==> src/rtl/lstm_pkg.sv <==
// -----------------------------------------------------------------------------
// lstm_pkg
// Shared definitions for the LSTM block-RAM arbiter slice.
//   - calc_addr_width / calc_id_width : index-width helpers used to size the
//     address and requester-ID fields from DEPTH and NUM_REQ.
//   - LSTM_DEF_* : default geometry of the arbiter (32-bit data, 256 words,
//     4 requesters per port).
//   - lstm_rsp_t : read-response bundle (valid, id, data) at default geometry.
// -----------------------------------------------------------------------------
package lstm_pkg;

  function automatic int calc_addr_width(input int depth);
    return $clog2(depth);
  endfunction

  function automatic int calc_id_width(input int num_req);
    return $clog2(num_req);
  endfunction

  localparam int LSTM_DEF_WIDTH    = 32;
  localparam int LSTM_DEF_DEPTH    = 256;
  localparam int LSTM_DEF_NUM_REQ  = 4;
  localparam int LSTM_DEF_ID_WIDTH = calc_id_width(LSTM_DEF_NUM_REQ);

  typedef struct packed {
    logic                         valid;
    logic [LSTM_DEF_ID_WIDTH-1:0] id;
    logic [LSTM_DEF_WIDTH-1:0]    data;
  } lstm_rsp_t;

endpackage

==> src/rtl/lstm_rr_arbiter.sv <==
// -----------------------------------------------------------------------------
// lstm_rr_arbiter
// Single-port round-robin arbiter. The winner is the first asserted request
// found searching upward from the priority pointer, wrapping modulo NUM_REQ.
// After a grant to requester k the pointer moves to (k+1) mod NUM_REQ; with
// no request it holds. Grants are combinational and forced low in reset.
//
// Ports:
//   clk, rst_n : clock, synchronous active-low reset
//   i_req      : per-requester request vector
//   o_gnt      : one-hot grant (same cycle as request)
//   o_gnt_id   : encoded winner index (valid only when o_valid)
//   o_valid    : a grant is issued this cycle
// -----------------------------------------------------------------------------
module lstm_rr_arbiter
  import lstm_pkg::*;
#(
  parameter  int NUM_REQ  = 4,
  localparam int ID_WIDTH = calc_id_width(NUM_REQ)
) (
  input  logic                clk,
  input  logic                rst_n,
  input  logic [NUM_REQ-1:0]  i_req,
  output logic [NUM_REQ-1:0]  o_gnt,
  output logic [ID_WIDTH-1:0] o_gnt_id,
  output logic                o_valid
);

  logic [ID_WIDTH-1:0] r_ptr;
  logic [ID_WIDTH-1:0] w_idx;
  logic                w_found;

  // Rotating priority search starting at the pointer.
  always_comb begin
    int k;
    // NOTE: every variable written here gets a default first so no path
    // leaves it unassigned, which would otherwise infer a latch.
    w_found = 1'b0;
    w_idx   = '0;
    k       = 0;
    // NOTE: combinational blocks use blocking assignments so later statements
    // see the values just computed (w_found gates later iterations).
    for (int i = 0; i < NUM_REQ; i++) begin
      k = (int'(r_ptr) + i) % NUM_REQ;
      if (!w_found && i_req[ID_WIDTH'(k)]) begin
        w_found = 1'b1;
        w_idx   = ID_WIDTH'(k);
      end
    end
  end

  // Reset masks the grant so nothing reaches the RAM while rst_n is low.
  assign o_valid  = w_found && rst_n;
  assign o_gnt    = o_valid ? (NUM_REQ'(1) << w_idx) : '0;
  assign o_gnt_id = w_idx;

  // NOTE: sequential state uses non-blocking assignments so every register
  // samples pre-edge values, independent of block ordering.
  always_ff @(posedge clk) begin
    if (!rst_n) begin
      r_ptr <= '0;
    end else if (w_found) begin
      r_ptr <= (w_idx == ID_WIDTH'(NUM_REQ - 1)) ? '0 : w_idx + 1'b1;
    end
  end

endmodule

==> src/rtl/lstm_bram_arbiter.sv <==
// -----------------------------------------------------------------------------
// lstm_bram_arbiter
// Shares one simple dual-port block RAM (one write port, one read port)
// between NUM_REQ requesters. Write and read ports are arbitrated
// independently by two round-robin arbiters. Read data returns one cycle
// after the grant, tagged with the requester ID.
//
// Optional feature (compile-time macro LSTM_BRAM_ARB_RAW_BYPASS_EN):
//   when defined, a same-cycle write and read to the same address returns the
//   freshly written data on the next cycle instead of the RAM's old contents.
//   When undefined, rsp_data is ram_dob (old-data semantics), no extra flops.
//
// Ports:
//   clk, rst_n                 : clock, synchronous active-low reset
//   wr_req/wr_addr/wr_data     : packed write requests (slice i = requester i)
//   wr_gnt                     : one-hot write grant, same cycle
//   rd_req/rd_addr             : packed read requests
//   rd_gnt                     : one-hot read grant, same cycle
//   rsp_valid/rsp_id/rsp_data  : read response, one cycle after rd grant
//   ram_ena/ram_wea/ram_addra/ram_dia : RAM write port
//   ram_enb/ram_addrb          : RAM read port
//   ram_dob                    : RAM registered read data
// -----------------------------------------------------------------------------
module lstm_bram_arbiter
  import lstm_pkg::*;
#(
  parameter  int WIDTH      = LSTM_DEF_WIDTH,
  parameter  int DEPTH      = LSTM_DEF_DEPTH,
  parameter  int NUM_REQ    = LSTM_DEF_NUM_REQ,
  localparam int ADDR_WIDTH = calc_addr_width(DEPTH),
  localparam int ID_WIDTH   = calc_id_width(NUM_REQ)
) (
  input  logic                          clk,
  input  logic                          rst_n,
  input  logic [NUM_REQ-1:0]            wr_req,
  input  logic [NUM_REQ*ADDR_WIDTH-1:0] wr_addr,
  input  logic [NUM_REQ*WIDTH-1:0]      wr_data,
  output logic [NUM_REQ-1:0]            wr_gnt,
  input  logic [NUM_REQ-1:0]            rd_req,
  input  logic [NUM_REQ*ADDR_WIDTH-1:0] rd_addr,
  output logic [NUM_REQ-1:0]            rd_gnt,
  output logic                          rsp_valid,
  output logic [ID_WIDTH-1:0]           rsp_id,
  output logic [WIDTH-1:0]              rsp_data,
  output logic                          ram_ena,
  output logic                          ram_wea,
  output logic [ADDR_WIDTH-1:0]         ram_addra,
  output logic [WIDTH-1:0]              ram_dia,
  output logic                          ram_enb,
  output logic [ADDR_WIDTH-1:0]         ram_addrb,
  input  logic [WIDTH-1:0]              ram_dob
);

  logic [ID_WIDTH-1:0] w_wr_id;
  logic [ID_WIDTH-1:0] w_rd_id;
  logic                w_wr_valid;
  logic                w_rd_valid;
  logic                r_rsp_valid;
  logic [ID_WIDTH-1:0] r_rsp_id;

  lstm_rr_arbiter #(.NUM_REQ(NUM_REQ)) u_wr_arb (
    .clk      (clk),
    .rst_n    (rst_n),
    .i_req    (wr_req),
    .o_gnt    (wr_gnt),
    .o_gnt_id (w_wr_id),
    .o_valid  (w_wr_valid)
  );

  lstm_rr_arbiter #(.NUM_REQ(NUM_REQ)) u_rd_arb (
    .clk      (clk),
    .rst_n    (rst_n),
    .i_req    (rd_req),
    .o_gnt    (rd_gnt),
    .o_gnt_id (w_rd_id),
    .o_valid  (w_rd_valid)
  );

  // Winner slice selection; constant slice bases keep the mux simple.
  always_comb begin
    ram_addra = '0;
    ram_dia   = '0;
    ram_addrb = '0;
    for (int i = 0; i < NUM_REQ; i++) begin
      if (w_wr_id == ID_WIDTH'(i)) begin
        ram_addra = wr_addr[i*ADDR_WIDTH +: ADDR_WIDTH];
        ram_dia   = wr_data[i*WIDTH +: WIDTH];
      end
      if (w_rd_id == ID_WIDTH'(i)) begin
        ram_addrb = rd_addr[i*ADDR_WIDTH +: ADDR_WIDTH];
      end
    end
  end

  // Enables equal "any request", already masked by reset inside the arbiters.
  assign ram_ena = w_wr_valid;
  assign ram_wea = w_wr_valid;
  assign ram_enb = w_rd_valid;

  // Response tag travels alongside the RAM's one-cycle read latency.
  always_ff @(posedge clk) begin
    if (!rst_n) begin
      r_rsp_valid <= 1'b0;
      r_rsp_id    <= '0;
    end else begin
      r_rsp_valid <= w_rd_valid;
      r_rsp_id    <= w_rd_id;
    end
  end

  // A read granted just before reset asserts would otherwise surface during
  // the first reset cycle; masking with rst_n drops it.
  assign rsp_valid = r_rsp_valid && rst_n;
  assign rsp_id    = r_rsp_id;

`ifdef LSTM_BRAM_ARB_RAW_BYPASS_EN
  logic             r_hit;
  logic [WIDTH-1:0] r_byp_data;

  always_ff @(posedge clk) begin
    if (!rst_n) begin
      r_hit <= 1'b0;
    end else begin
      r_hit <= w_wr_valid && w_rd_valid && (ram_addra == ram_addrb);
    end
  end

  // NOTE: the data register has no reset; it is only observed when r_hit is
  // set, and r_hit is reset, so resetting the data would cost logic for nothing.
  always_ff @(posedge clk) begin
    r_byp_data <= ram_dia;
  end

  assign rsp_data = r_hit ? r_byp_data : ram_dob;
`else
  assign rsp_data = ram_dob;
`endif

endmodule

==> config.mk <==
export PLATFORM = sky130hd
export DESIGN_NAME = lstm_bram_arbiter
export DESIGN_NICKNAME = d
export VERILOG_FILES = /design/src/rtl/lstm_pkg.sv /design/src/rtl/lstm_rr_arbiter.sv /design/src/rtl/lstm_bram_arbiter.sv
export SDC_FILE = /design/constraint.sdc
export NUM_CORES = 1
export LEC_CHECK = 0
export CORE_AREA = 4 4 126 128
export CTS_BUF_LIST = sky130_fd_sc_hd__clkbuf_4 sky130_fd_sc_hd__clkbuf_8 sky130_fd_sc_hd__clkbuf_16
export DETAILED_ROUTE_END_ITERATION = 8
export DIE_AREA = 0 0 130 132
export PLACE_DENSITY = 0.57
export SYNTH_ARGS = -nofsm -noshare
export SYNTH_HDL_FRONTEND = slang
export SYNTH_SLANG_ARGS = --single-unit
==> constraint.sdc <==
create_clock -name clk -period 3 [get_ports clk]
set_input_delay 0.6 -clock clk [delete_from_list [all_inputs] [get_ports clk]]
set_output_delay 0.6 -clock clk [all_outputs]
set_load 0.05 [all_outputs]
# --- Word level (Yosys, flattened, before mapping) ---
# Cells that the tools add are included.
totals:
  register_bits: 7
  latch_bits: 0
  mem_bits_rw: 0
  mem_bits_ro: 0
  input_bits: 234
  out_inout_bits: 94
  n_memories: 0
op_classes:
  addsub: 8
  mul: 0
  n_div: 0
  n_lt_le_gt_ge: 8
  eq_ne: 6
  shifts: 2
  muxes: 56
  bitwise: 0
  reduce_logical: 17
ops:
  columns: ["op", "count"]
  rows:
  - ["32-bit 2-to-1 mux", 4]
  - ["8-bit 2-to-1 mux", 8]
  - ["2-bit by 4-bit < comparator with 1-bit output, second input constant", 8]
  - ["1-bit 2-to-1 mux", 24]
  - ["2-bit 2-to-1 mux", 10]
  - ["1-bit binary-select mux with 2-bit select", 8]
  - ["1-bit logical AND", 9]
  - ["2-bit by 1-bit adder with 2-bit output, second input constant", 4]
  - ["2-bit adder, second input constant", 4]
  - ["2-bit equality test, second input constant", 4]
  - ["4-bit 2-to-1 mux", 2]
  - ["1-bit by 2-bit << shifter with 4-bit output, first input constant", 2]
  - ["1-bit zero test", 6]
  - ["2-bit by 1-bit equality test with 1-bit output, second input constant", 2]
  - ["2-bit zero test", 2]

# --- Logic depth before layout (Yosys ltp) ---
depth:
  ltp_word: 18
  ltp_mapped: 10
  depth_no_buf: 7

# --- Hierarchy ---
# From an unflattened synthesis, not the netlist that was laid out.
hier_totals:
  hier_cells: 167
  hier_area_um2: 2059.5
by_module_without_submodules:
  columns: ["module", "n_inst", "cells_per_inst", "area_per_inst_um2", "seq_area_each_um2"]
  rows:
  - ["lstm_bram_arbiter", 1, 99, 1534.0, 60.1]
  - ["lstm_rr_arbiter at u_rd_arb", 1, 34, 279.0, 40.0]
  - ["lstm_rr_arbiter at u_wr_arb", 1, 34, 246.5, 40.0]

# --- Worst setup path after synthesis ---
# Ideal clock, no wire load.
synth_timing:
  path_kind: "input-to-output"
  startpoint: "in wr_req[0]"
  endpoint: "out ram_dia[31]"
  t_arrival_ns: 3.029
  required_ns: 2.400
  setup_slack_ns: -0.629
  cell_stages: 8
  path_cell_list: "nor2b_1 > a2111oi_2 > nor2_1 > ha_1 > buf_2 > clkbuf_1 > nor2b_1 > o31ai_1"
synth_between:
  elab_chain_cells: 18
  elab_cells_between_ends: 33
synth_lines:
  columns: ["element", "line_no", "rtl"]
  rows:
  - ["from (decl)", "lstm_bram_arbiter.sv:35", "input logic [NUM_REQ-1:0] wr_req,"]
  - ["1-bit binary-select mux with 2-bit select", "lstm_rr_arbiter.sv:45", "if (!w_found && i_req[ID_WIDTH'(k)]) begin"]
  - ["1-bit 2-to-1 mux (not written as such) (2 in a row)", "lstm_rr_arbiter.sv:45", null]
  - ["1-bit 2-to-1 mux", "lstm_rr_arbiter.sv:45", null]
  - ["1-bit zero test", "lstm_rr_arbiter.sv:45", null]
  - ["1-bit logical AND", "lstm_rr_arbiter.sv:45", null]
  - ["1-bit 2-to-1 mux", "lstm_rr_arbiter.sv:45", null]
  - ["1-bit zero test", "lstm_rr_arbiter.sv:45", null]
  - ["1-bit logical AND", "lstm_rr_arbiter.sv:45", null]
  - ["1-bit 2-to-1 mux", "lstm_rr_arbiter.sv:45", null]
  - ["1-bit zero test", "lstm_rr_arbiter.sv:45", null]
  - ["1-bit logical AND", "lstm_rr_arbiter.sv:45", null]
  - ["2-bit 2-to-1 mux *", "lstm_rr_arbiter.sv:45", null]
  - ["2-bit zero test", "lstm_bram_arbiter.sv:85", "if (w_wr_id == ID_WIDTH'(i)) begin"]
  - ["32-bit 2-to-1 mux (3 in a row)", "lstm_bram_arbiter.sv:85", null]
  - ["32-bit 2-to-1 mux *", "lstm_bram_arbiter.sv:85", null]
  - ["to (decl)", "lstm_bram_arbiter.sv:48", "output logic [WIDTH-1:0] ram_dia,"]
# Every way passes the cells marked *; elsewhere a longest branch is shown, timed or not. The select of a mux whose other input is x is not followed.

# --- Final worst setup path ---
layout_timing:
  startpoint: "in wr_req[0]"
  endpoint: "out ram_dia[25]"
# The elaborated chain is that of the path after synthesis.

==> flow_metrics.py <==
metrics = {
    "outcome": {
        "violations": "negative setup slack",
        "status": "finished with violations",
    },
    "layout": {
        "drive_above_1_share": 0.374,
        "finish.utilization": 0.459,
        "area_growth_pct": 172,
        "nets": 922,
        "finalNonFillerCells": 868,
        "seqCellArea_um2": 145,
        "multi_input_area_um2": 2300,
        "fillers": 1432,
    },
    "power_and_ir_drop": {
        "power_density_nw_per_um2": 721,
        "vdd_ir_drop_max_v": 0.000324,
        "combPwrFrac": 0.923,
        "p_leak_uw": 0.00288,
        "power.internal_uw": 2510,
        "power.switching_uw": 2410,
        "clkPwrFrac": 0.049,
        "p_sw_frac": 0.491,
        "seq_power_share": 0.028,
    },
    "detailed_routing": {
        "drtIter0Drc": 123,
        "wl_per_cell_um": 17.9,
        "vias": 4032,
        "drt-vias-per-instance": 4.65,
        "wl_mm": 15.5,
        "final_antenna_net_count": 0,
        "drcViolationCount": 0,
        "first_pass_iters": 4,
    },
    "timing": {
        "worst_pin_slew_ps": 550,
        "timing.final.ws_setup_ps": -33.1,
        "fin_crit_sh": 1.01,
        "hold_viol": 0,
        "worst_hold_slack_ps": 593,
        "fmaxAchievable_ghz": 0.330,
        "report.final.slew_viol_count": 0,
        "tns_ps": -147,
        "period_needed_ps": 3030,
        "rsz0062_at_grt": "yes",
        "clock_skew_ps": 1.15,
        "slew_headroom": 0.632,
        "setup_viol": 12,
    },
    "clock_network": {
        "clk_pin_slew_ps": 40,
        "clock-sinks": 7,
        "cts_root_buf": "clkbuf_16",
        "htree_levels": 1,
        "clk_path_buf_depth": 2,
        "cts_buffers": 3,
        "ctsHoldBuffers": 0,
        "cts_tree": "yes",
        "worstSkewPairLatency_ps": 230,
    },
    "die": {
        "core_region_area_um2": 14900,
        "ios": 328,
        "die_h_um": 132,
        "die_area_um2": 17200,
        "num_rows": 45,
        "start_util": 0.169,
        "die_x_um": 130,
    },
    "placed_design": {
        "dp_hpwl_mm": 11.4,
        "gp_congestion": 0.882,
        "io_buffers": 263,
        "dpl.cell_count": 841,
    },
    "grt": {
        "overflow": 0,
        "grt_first_pass_wirelength_mm": 21.9,
        "grt_pass1_vias": 4059,
        "grt.total_usage": 0.159,
        "antenna_found_initial": 1,
        "grt_max_degree": 45,
    },
    "setup_path": {
        "r2r_setup_slack_ps": 1280,
        "cp_slowest_cell": "o21a_1",
        "endpoint": "ram_dia[25]",
        "cp_num_buf_inv": 5,
        "worstPathRequired_ps": 2400,
        "start_kind": "input pin",
        "crit_chain": "buf_6 > nor2b_4 > buf_4 > o21bai_2 > o21a_1 > ha_4 > buf_12 > buf_4 > a21oi_1 > a22o_2 > buf_12",
        "r2r_end": "u_rd_arb.r_ptr[1]",
        "r2r_cells": 7,
        "max_stage_delay_ps": 230,
        "critPathMaxFanout": 28,
        "endpoint_kind": "primary output",
        "worstSetupStartpoint": "wr_req[0]",
        "cp.depth": 11,
        "worst_ep_arrival_time_ps": 2430,
        "r2r-start": "u_rd_arb.r_ptr[0]",
        "crit_family": "buffers and inverters",
        "path_class": "input pin to primary output",
    },
    "synthesis": {
        "synth-edff-count": 0,
        "synth_top_area_cell": "a21oi_1",
        "synthTopCellsByArea": "a21oi_1 19%, a22o_1 16%, buf_4 9.9%, o21ai_0 9.2%, inv_1 7.5%",
        "mappedNetlistArea_um2": 2510,
        "ys_seq_area_frac": 0.0557,
        "synth_cell_type_count": 33,
        "syn-num-nets": 666,
        "yosysWarnings": 0,
        "ys_top_cells_by_count": "96 x a21oi_1, 50 x inv_1, 50 x nand2_1",
        "ys_seq_elements": 7,
        "yosysTopAreaCellShare": 0.191,
        "syn_inst": 424,
        "post-synth-top-count-cell": "a21oi_1",
        "avgSynthCellArea_um2": 5.93,
        "ys.flop_type": "dfxtp_1",
        "ys_async_sr_fraction": 0,
    },
    "hold_path": {
        "hold_path.class": "flip-flop to flip-flop",
    },
    "flow_run": {
        "maxCapViolCount": 0,
    },
}
cells by family (layout without fill, tap and decap cells):
kind of cell / after synthesis / count (layout) / share of synthesized area
DFF: 7 / 7 / 0.0557
adders and majority gates: 8 / 8 / 0.0398
other: 0 / 1 / 0
muxes: 3 / 3 / 0.0119
and+or+nand+nor: 79 / 79 / 0.155
buffers and inverters: 122 / 377 / 0.240
AOI/OAI and AO/OA: 205 / 205 / 0.497
power by group through the flow:
stage / combinational (uW) / clock, uW / sequential, uW
6_report: 4540 / 241 / 138
5_1_grt: 4750 / 247 / 142
4_1_cts: 4300 / 243 / 132
3_5_place_dp: 3740 / 0 / 129
3_3_place_gp: 3720 / 0 / 126
2_1_floorplan: 2170 / 0 / 132
worst min-delay path, stage by stage, from the launching register on:
cell	delay (ps)
dfxtp_2	350
mux2i_1	140
nor2b_1	60
layout make-up:
class / instances / area share
antenna: 1 / 0.000366
timing repair buffer: 323 / 0.568
tap: 188 / 0.0344
multi-input combinational: 295 / 0.336
clock buffer: 4 / 0.0121
sequential: 7 / 0.0213
inverter: 50 / 0.0275
metal layers:
layer,part of all wire,up-vias,track usage
met3,0.10,24,0.0506
met1,0.37,1828,0.171
met5,0,-,0
li1,-,1965,-
met4,0.021,0,0.0375
met2,0.51,215,0.297
what timing repair did:
action,CTS,global route
resized for setup,135,101
gates cloned,9,3
endpoints found under the setup margin,56,48
pin swaps,25,28
setup buffers,9,3
how the worst min path moves through the flow:
stage                 startpoint           endpoint  slack [ps]  depth (start not counted)
4_1_cts        u_wr_arb.r_ptr[1]  u_wr_arb.r_ptr[1]         620                          2
6_report       u_wr_arb.r_ptr[1]  u_wr_arb.r_ptr[1]         590                          2
5_1_grt        u_wr_arb.r_ptr[1]  u_wr_arb.r_ptr[1]         630                          2
3_3_place_gp   u_wr_arb.r_ptr[1]  u_wr_arb.r_ptr[1]         580                          2
2_1_floorplan  u_wr_arb.r_ptr[1]  u_wr_arb.r_ptr[1]         540                          2
3_5_place_dp   u_wr_arb.r_ptr[1]  u_wr_arb.r_ptr[1]         590                          2
metrics by stage:
step                instance area, um^2  power [uW]  worst slack, ps
CTS                                6470        4670             1.14
finish                             6830        4920            -33.1
global placement                   5730        3850             -563
detailed placement                 5730        3870             -591
global route                       6830        5140             -118
floorplan                          2580        2310            -15.0
cell usage in the layout, fill, tap and decap left out, types with 5 or more instances in the layout:
master,synthesis,routed
clkbuf_16,0,6
o21ai_2,0,14
buf_8,0,7
nor2b_1,9,7
a21oi_2,0,29
o21ai_0,46,5
buf_6,1,20
dfxtp_1,7,5
clkdlybuf4s50_1,0,195
nand2_2,0,10
nand2_4,0,6
buf_16,0,9
buf_4,33,36
a21oi_1,96,65
buf_12,0,49
and2_1,9,9
o21ai_1,2,28
ha_4,0,5
a22o_1,46,16
inv_1,50,50
a22o_2,0,30
nand2_1,50,34
registers in the layout (all words and copies together) (netlist names):
| signal | flops |
|---|---|
| u_rd_arb.r_ptr | 2 |
| u_wr_arb.r_ptr | 2 |
| rsp_id | 2 |
| r_rsp_valid | 1 |
Note: power is estimated with default switching activity, not from simulation.
